### src/rtl/return_address_stack.sv
// Hardware call/return stack for the EX-stage next-address selector.
// CALL pushes a return address, RET pops it; top is valid in the pop cycle.
module return_address_stack #(
  parameter int unsigned ADDR_WIDTH = 32,
  parameter int unsigned DEPTH      = 16,
  parameter int unsigned PTR_WIDTH  = 4
) (
  input  logic                  clk,
  input  logic                  reset,
  input  logic                  push,
  input  logic                  pop,
  input  logic [ADDR_WIDTH-1:0] push_data,
  input  logic                  flush,
  input  logic                  clear_flags,
  output logic [ADDR_WIDTH-1:0] top,
  output logic [PTR_WIDTH:0]    count,
  output logic                  empty,
  output logic                  full,
  output logic                  overflow,
  output logic                  underflow
);

  localparam int unsigned CNT_W = PTR_WIDTH + 1;
  localparam logic [CNT_W-1:0] CNT_MAX = CNT_W'(DEPTH);
  localparam logic [CNT_W-1:0] CNT_ONE = CNT_W'(1);

  logic [ADDR_WIDTH-1:0] mem [DEPTH];

  logic [PTR_WIDTH-1:0] top_idx;
  logic [PTR_WIDTH-1:0] wr_idx;
  logic                 wr_en;
  logic [CNT_W-1:0]     count_n;
  logic                 ovf_evt;
  logic                 unf_evt;

  // Status decodes and top-of-stack read, all from registered state only.
  assign empty   = (count == '0);
  assign full    = (count == CNT_MAX);
  assign top_idx = PTR_WIDTH'(count - CNT_ONE);
  assign top     = empty ? '0 : mem[top_idx];

  // Next count, storage write and flag events; flush suppresses push/pop.
  always_comb begin
    wr_en   = 1'b0;
    wr_idx  = '0;
    count_n = count;
    ovf_evt = 1'b0;
    unf_evt = 1'b0;
    if (!flush) begin
      case ({push, pop})
        2'b10: begin
          if (full) begin
            ovf_evt = 1'b1;
          end else begin
            wr_en   = 1'b1;
            wr_idx  = count[PTR_WIDTH-1:0];
            count_n = count + CNT_ONE;
          end
        end
        2'b01: begin
          if (empty) begin
            unf_evt = 1'b1;
          end else begin
            count_n = count - CNT_ONE;
          end
        end
        2'b11: begin
          // Pop-then-push replaces the top in place; on empty it degrades to a push.
          wr_en = 1'b1;
          if (empty) begin
            wr_idx  = '0;
            count_n = CNT_ONE;
            unf_evt = 1'b1;
          end else begin
            wr_idx = top_idx;
          end
        end
        default: ;
      endcase
    end
  end

  // Count and sticky flags; a new event wins over clear_flags.
  always_ff @(posedge clk) begin
    if (reset) begin
      count     <= '0;
      overflow  <= 1'b0;
      underflow <= 1'b0;
    end else begin
      count     <= flush ? '0 : count_n;
      overflow  <= (overflow  & ~clear_flags) | ovf_evt;
      underflow <= (underflow & ~clear_flags) | unf_evt;
    end
  end

  // Storage is not reset; only count decides which entries are valid.
  always_ff @(posedge clk) begin
    if (wr_en && !reset) begin
      mem[wr_idx] <= push_data;
    end
  end

endmodule

### config.mk
export PLATFORM = sky130hd
export DESIGN_NAME = return_address_stack
export DESIGN_NICKNAME = d
export VERILOG_FILES = /design/src/rtl/return_address_stack.sv
export SDC_FILE = /design/constraint.sdc
export NUM_CORES = 1
export LEC_CHECK = 0
export CELL_PAD_IN_SITES_DETAIL_PLACEMENT = 0
export CELL_PAD_IN_SITES_GLOBAL_PLACEMENT = 2
export CORE_ASPECT_RATIO = 1.75
export CORE_UTILIZATION = 46
export DETAILED_ROUTE_END_ITERATION = 10
export DONT_BUFFER_PORTS = 1
export PLACE_DENSITY_LB_ADDON = 0.1
export SLEW_MARGIN = 10
export SYNTH_ARGS = -nofsm -noshare
export SYNTH_HDL_FRONTEND = slang
export SYNTH_SLANG_ARGS = --single-unit
export TNS_END_PERCENT = 100
### constraint.sdc
create_clock -name clk -period 6.1 [get_ports clk]
set_input_delay 1.83 -clock clk [delete_from_list [all_inputs] [get_ports clk]]
set_output_delay 1.83 -clock clk [all_outputs]
set_load 0.03 [all_outputs]
=== Yosys cells after proc, flatten, opt, wreduce, memory -nomap -nowiden ===
Memory sizes are Yosys's and may differ from the RTL's.
Index checks and enable logic that the tools add are counted.

* Output and inout bits: 41
* Memories: 1
* Input port bits: 38
* Word-level logic and storage cells: 45
* Register bits: 7
* RAM bits: 512

{| class="wikitable"
|+ Memories
! name !! depth !! bits a word !! read ports !! clocked after memory_dff !! write ports !! RTL line !! source
|-
| mem || 16 || 32 || 1 || 0 || 1 || 27 || <nowiki>logic [ADDR_WIDTH-1:0] mem [DEPTH];</nowiki>
|}

* Bitwise operators: 5
* Add/subtract/negate cells: 2
* Equal/unequal tests: 7
* Reduce and logical (&&, ||, !) cells: 7
* Multiplexer cells: 20

{| class="wikitable"
|+ Operators with widths
! cell !! number
|-
| 32-bit 2-to-1 mux || 1
|-
| 5-bit 2-to-1 mux || 3
|-
| 5-bit case mux with 3 select lines || 1
|-
| 4-bit 2-to-1 mux || 3
|-
| 1-bit 2-to-1 mux || 10
|-
| 4-bit case mux with 2 select lines || 1
|-
| 2-bit != test, second input constant || 3
|-
| 5-bit by 1-bit adder with 5-bit output, second input constant || 1
|-
| 5-bit equality test, second input constant || 1
|-
| 5-bit logical NOT || 1
|-
| 5-bit by 1-bit subtractor with 5-bit output, second input constant || 1
|-
| 2-bit equality test, second input constant || 2
|-
| 4-bit AND reduction || 1
|-
| 2-bit OR reduction || 2
|-
| 3-bit nonzero test || 1
|-
| 1-bit AND || 2
|-
| 2-bit by 1-bit equality test with 1-bit output, second input constant || 1
|-
| 1-bit OR || 2
|-
| 1-bit case mux with 2 select lines || 1
|-
| 1-bit logical AND || 1
|-
| 1-bit logical NOT || 1
|-
| 1-bit NOT || 1
|}

=== Logic depth before layout (Yosys ltp) ===
* Word-level depth: 7
* Depth in mapped cells: 10
* Gate-level depth less buffers: 7

=== Worst setup path before layout ===
OpenSTA, ideal clock, no wires.

* Kind: input-to-reg
* Start point: input port pop
* End point: memory mem[5][0] (enable)
* Stages: 4
* Arrival time: 5.990 ns
* Buffers on the path: 0
* Data required time: 5.598 ns
* Setup slack: -0.391 ns
* Library setup time: 0.502 ns
* Cell sequence: or4b_1 and2_1 or2_2 nor4_1

* Longest elaborated chain between the ends: 6
* Elaborated cells on any way between the ends: 9
* Those cells by class: eq/ne: 2; mux: 6; reduce/logical: 1

{| class="wikitable"
|+ RTL lines
! element !! RTL line !! source
|-
| from (decl) || 11 || <nowiki>input logic pop,</nowiki>
|-
| 2-bit equality test || 50 || <nowiki>case ({push, pop})</nowiki>
|-
| 1-bit case mux with 2 select lines || 50 ||
|-
| 1-bit 2-to-1 mux || 49 || <nowiki>if (!flush) begin</nowiki>
|-
| 1-bit logical AND || 98 || <nowiki>if (wr_en && !reset) begin</nowiki>
|-
| 1-bit 2-to-1 mux || 98 ||
|-
| 1-bit 2-to-1 mux (implied by the code) || 99 || <nowiki>mem[wr_idx] <= push_data;</nowiki>
|-
| to (decl) || 27 ||
|}

Several ways; a longest one is shown, not always the timed one.

=== Worst setup path in the final report ===
* Start point: register count[1]
* End point: output port top[14]

* Longest elaborated chain between the ends: 3
* Elaborated cells on any way between the ends: 4
* Those cells by class: add/sub: 1; mux: 1; reduce/logical: 1; memory: 1

{| class="wikitable"
|+ RTL lines
! element !! RTL line !! source
|-
| from (decl) || 16 || <nowiki>output logic [PTR_WIDTH:0] count,</nowiki>
|-
| from (signal assigned) || 90 || <nowiki>count <= flush ? '0 : count_n;</nowiki>
|-
| 5-bit by 1-bit subtractor with 5-bit output || n/a ||
|-
| memory 16 x 32 bit || n/a ||
|-
| 32-bit 2-to-1 mux * || 40 || <nowiki>assign top = empty ? '0 : mem[top_idx];</nowiki>
|-
| to (decl) || 15 || <nowiki>output logic [ADDR_WIDTH-1:0] top,</nowiki>
|}

Mark *: on every way between the ends. The rest lies on a longest branch, timed or not.

==> metrics.md <==
| Metric | Value |
|---|---|
| Status | completed |
| Worst vdd ir | 0.251 mV |
| Setup-failing EPs final | 0 |
| Internal power | 5.87 mW |
| Largest net degree at the start of global routing | 121 |
| Post CTS Setup Buffer Count | 0 |
| Clock root buffer master | clkbuf_16 |
| Crit Path Category | register to primary output |
| CP endpoint kind | primary output |
| Drt drc | 0 |
| Static Leak | 7.14 nW |
| GRT Total Usage | 0.206 |
| Worst Hold Class | register to register |
| #FFs+latches synth | 519 |
| Share of the synthesized area in the top cell type | 0.761 |
| Post-Route WL | 44.8 mm |
| Sequential standard cell area | 15500 um2 |
| Initial antenna violation count | 0 |
| CTS Hold Bufs | 0 |
| Die height | 279 um |
| Worst r2r src | count[0] |
| Vias/cell | 6.02 |
| Worst Path Arrival | 3.62 ns |
| RSZ-0062 raised after global routing | no |
| Fin. max-slew vios | 0 |
| Port Buffers | 0 |
| H-tree depth | 2 |
| Hold Path Stages | 2 |
| Ports | 79 |
| Crit path max fanout | 41 |
| Combinational power share | 0.091 |
| Crit path launch | count[1] |
| MaxCap Viol Count | 0 |
| Worst Max-Slew Pin Slew | 1.09 ns |
| Sw Share | 0.225 |
| Minimum clock period after layout | 5.45 ns |
| Worst skew pair latency | 0.56 ns |
| Post-synthesis sequential area ratio | 0.768 |
| Layout cells sized above 1 | 0.271 |
| DR WL/cell | 29.1 um |
| GRT overflow | 0 |
| Worst min-delay path startpoint | underflow |
| Fin Hold WS | 0.621 ns |
| Worst slew margin | 0.275 |
| Post_cts resized | 0 |
| Synth top area cells | edfxtp_1 76%, mux4_2 14%, mux2i_1 3.2% |
| Peak Freq | 183 MHz |
| Area leader, netlist | edfxtp_1 |
| Dpl hpwl | 22.9 mm |
| Drt initial violations | 650 |
| Vias in the first global route | 10100 |
| Count of unique library cells instantiated by Yosys | 50 |
| CTS Sinks | 519 |
| Via count | 9283 |
| Number of synthesized flops with an enable pin | 512 |
| Routability cong. | 0.742 |
| Worst Path Required | 4.27 ns |
| Clock Skew | 0.0130 ns |
| Nets | 978 |
| P per Cell Area | 334 nW/um2 |
| Clock transition at the registers of the reported paths | 0.07 ns |
| Row count | 101 |
| Global-route wire length before repair | 66.4 mm |
| Startpoint Class | register |
| CTS tree | built |
| CORE AREA | 43300 um2 |
| Tcrit/Tclk final | 0.894 |
| ANT nets after route | 0 |
| Multi-input logic area | 4610 um2 |
| Initial Util | 0.466 |
| DRT Pass-1 Iters | 5 |
| Die ar. | 44800 um2 |
| Total CTS buffers | 47 |
| Hold Path Sink | underflow |
| Yosys Warn Count | 0 |
| Final hold violation count | 0 |
| R2R depth | 7 |
| Synth async-reset ratio | 0 |
| Mapped Area | 20200 um2 |
| Synthesized instance count | 904 |
| Layout Area Growth over Synthesis | 12.3% |
| Die width | 160 um |
| Setup TNS | 0 ns |
| N_diodes | 0 |
| Commonest register cell after synthesis | edfxtp_1 |
| Mapped Nets | 945 |
| Fill cells | 3362 |
| Post-synthesis average cell area | 22.4 um2 |
| Clock power share | 0.387 |
| Reg-to-reg endpoint | mem[9][18] |
| Switching power | 1.70 mW |
| CTS Buffer Depth | 3 |
| Register share of total power | 0.521 |
| Reg2reg setup slack | 2.22 ns |
==> worst max path at each step <==
stage | to | cells past startpoint | slack (ns)
floorplan | mem[8][0] | 4 | 0.57
global placement | top[14] | 6 | 1.22
detailed placement | top[14] | 6 | 1.19
CTS | top[14] | 6 | 0.56
global route | top[14] | 6 | 0.47
finish | top[14] | 6 | 0.65
==> placed cells by master (no fill, tap or decap), types with 6 or more instances in the layout <==
master     instances
nor3_2            10
o21ai_0            6
dfxtp_1            6
clkbuf_1           6
clkinv_2          11
a21oi_1            7
clkbuf_16         49
inv_1              7
buf_4             28
mux2i_1           65
clkinv_1           7
mux4_2           128
nor2_1            11
edfxtp_1         512
o22ai_1           32
==> worst max-delay path, cell delays in order (launching register included) <==
cell,delay (ns)
dfxtp_1,0.67
inv_1,0.21
ha_4,0.72
buf_12,0.34
mux4_2,0.26
mux2i_1,0.07
o22ai_1,0.70
==> through the flow <==
step	utilization	total power [mW]	worst slack, ns	cell area, um2	cells
6_report	0.524	7.57	0.649	22700	1541
5_1_grt	0.524	7.82	0.468	22700	1541
4_1_cts	0.524	7.66	0.562	22700	1541
3_5_place_dp	0.488	4.73	1.19	21200	1454
3_3_place_gp	0.488	4.72	1.22	21200	1454
2_1_floorplan	-	4.55	0.566	20200	904
==> Yosys cell counts, types with 5 or more instances <==
master and instances:
a21oi_1 8, o21ai_0 6, nor3_1 14, o22ai_1 32, nor2_1 14, buf_4 6
dfxtp_1 7, edfxtp_1 512, mux4_2 128, clkbuf_1 24, nand2b_1 5, buf_2 16
inv_1 7, mux2i_1 65
==> cells by family after synthesis <==
| kind of cell | synth area share |
|---|---|
| muxes | 0.176 |
| adders and majority gates | 0.00186 |
| DFF | 0.768 |
| and+or+nand+nor | 0.0196 |
| buffers and inverters | 0.0127 |
| AOI/OAI and AO/OA | 0.0215 |
| xor gates and xnor gates | 0.000805 |
==> flip-flops by register name, indices dropped and copies added, names as in the netlist <==
name       count
mem          512
count          5
overflow       1
underflow      1
==> power by group through the flow <==
| stage | Clock, mW | Combinational (mW) | Sequential, mW |
|---|---|---|---|
| floorplan | 0 | 0.535 | 4.02 |
| global placement | 0 | 0.700 | 4.02 |
| detailed placement | 0 | 0.708 | 4.03 |
| CTS | 3.00 | 0.709 | 3.95 |
| global route | 3.13 | 0.742 | 3.95 |
| finish | 2.93 | 0.693 | 3.95 |
==> routing by layer <==
layer	GRT usage	wire length [um]	up-vias	share of wire
li1	-	-	3922	-
met1	0.252	17200	5026	0.38
met2	0.371	24100	267	0.54
met3	0.0400	2530	68	0.057
met4	0.0586	985	0	0.022
met5	0	0	-	0
==> cell type report <==
class,instances,share of cell area
Clock inverter,32,0.0131
Clock buffer,55,0.0550
Tap cell,566,0.0312
Inverter,7,0.00116
Sequential cell,519,0.684
Timing Repair Buffer,32,0.0128
Multi-Input combinational cell,330,0.203
Power figures use the tool's default switching activity.
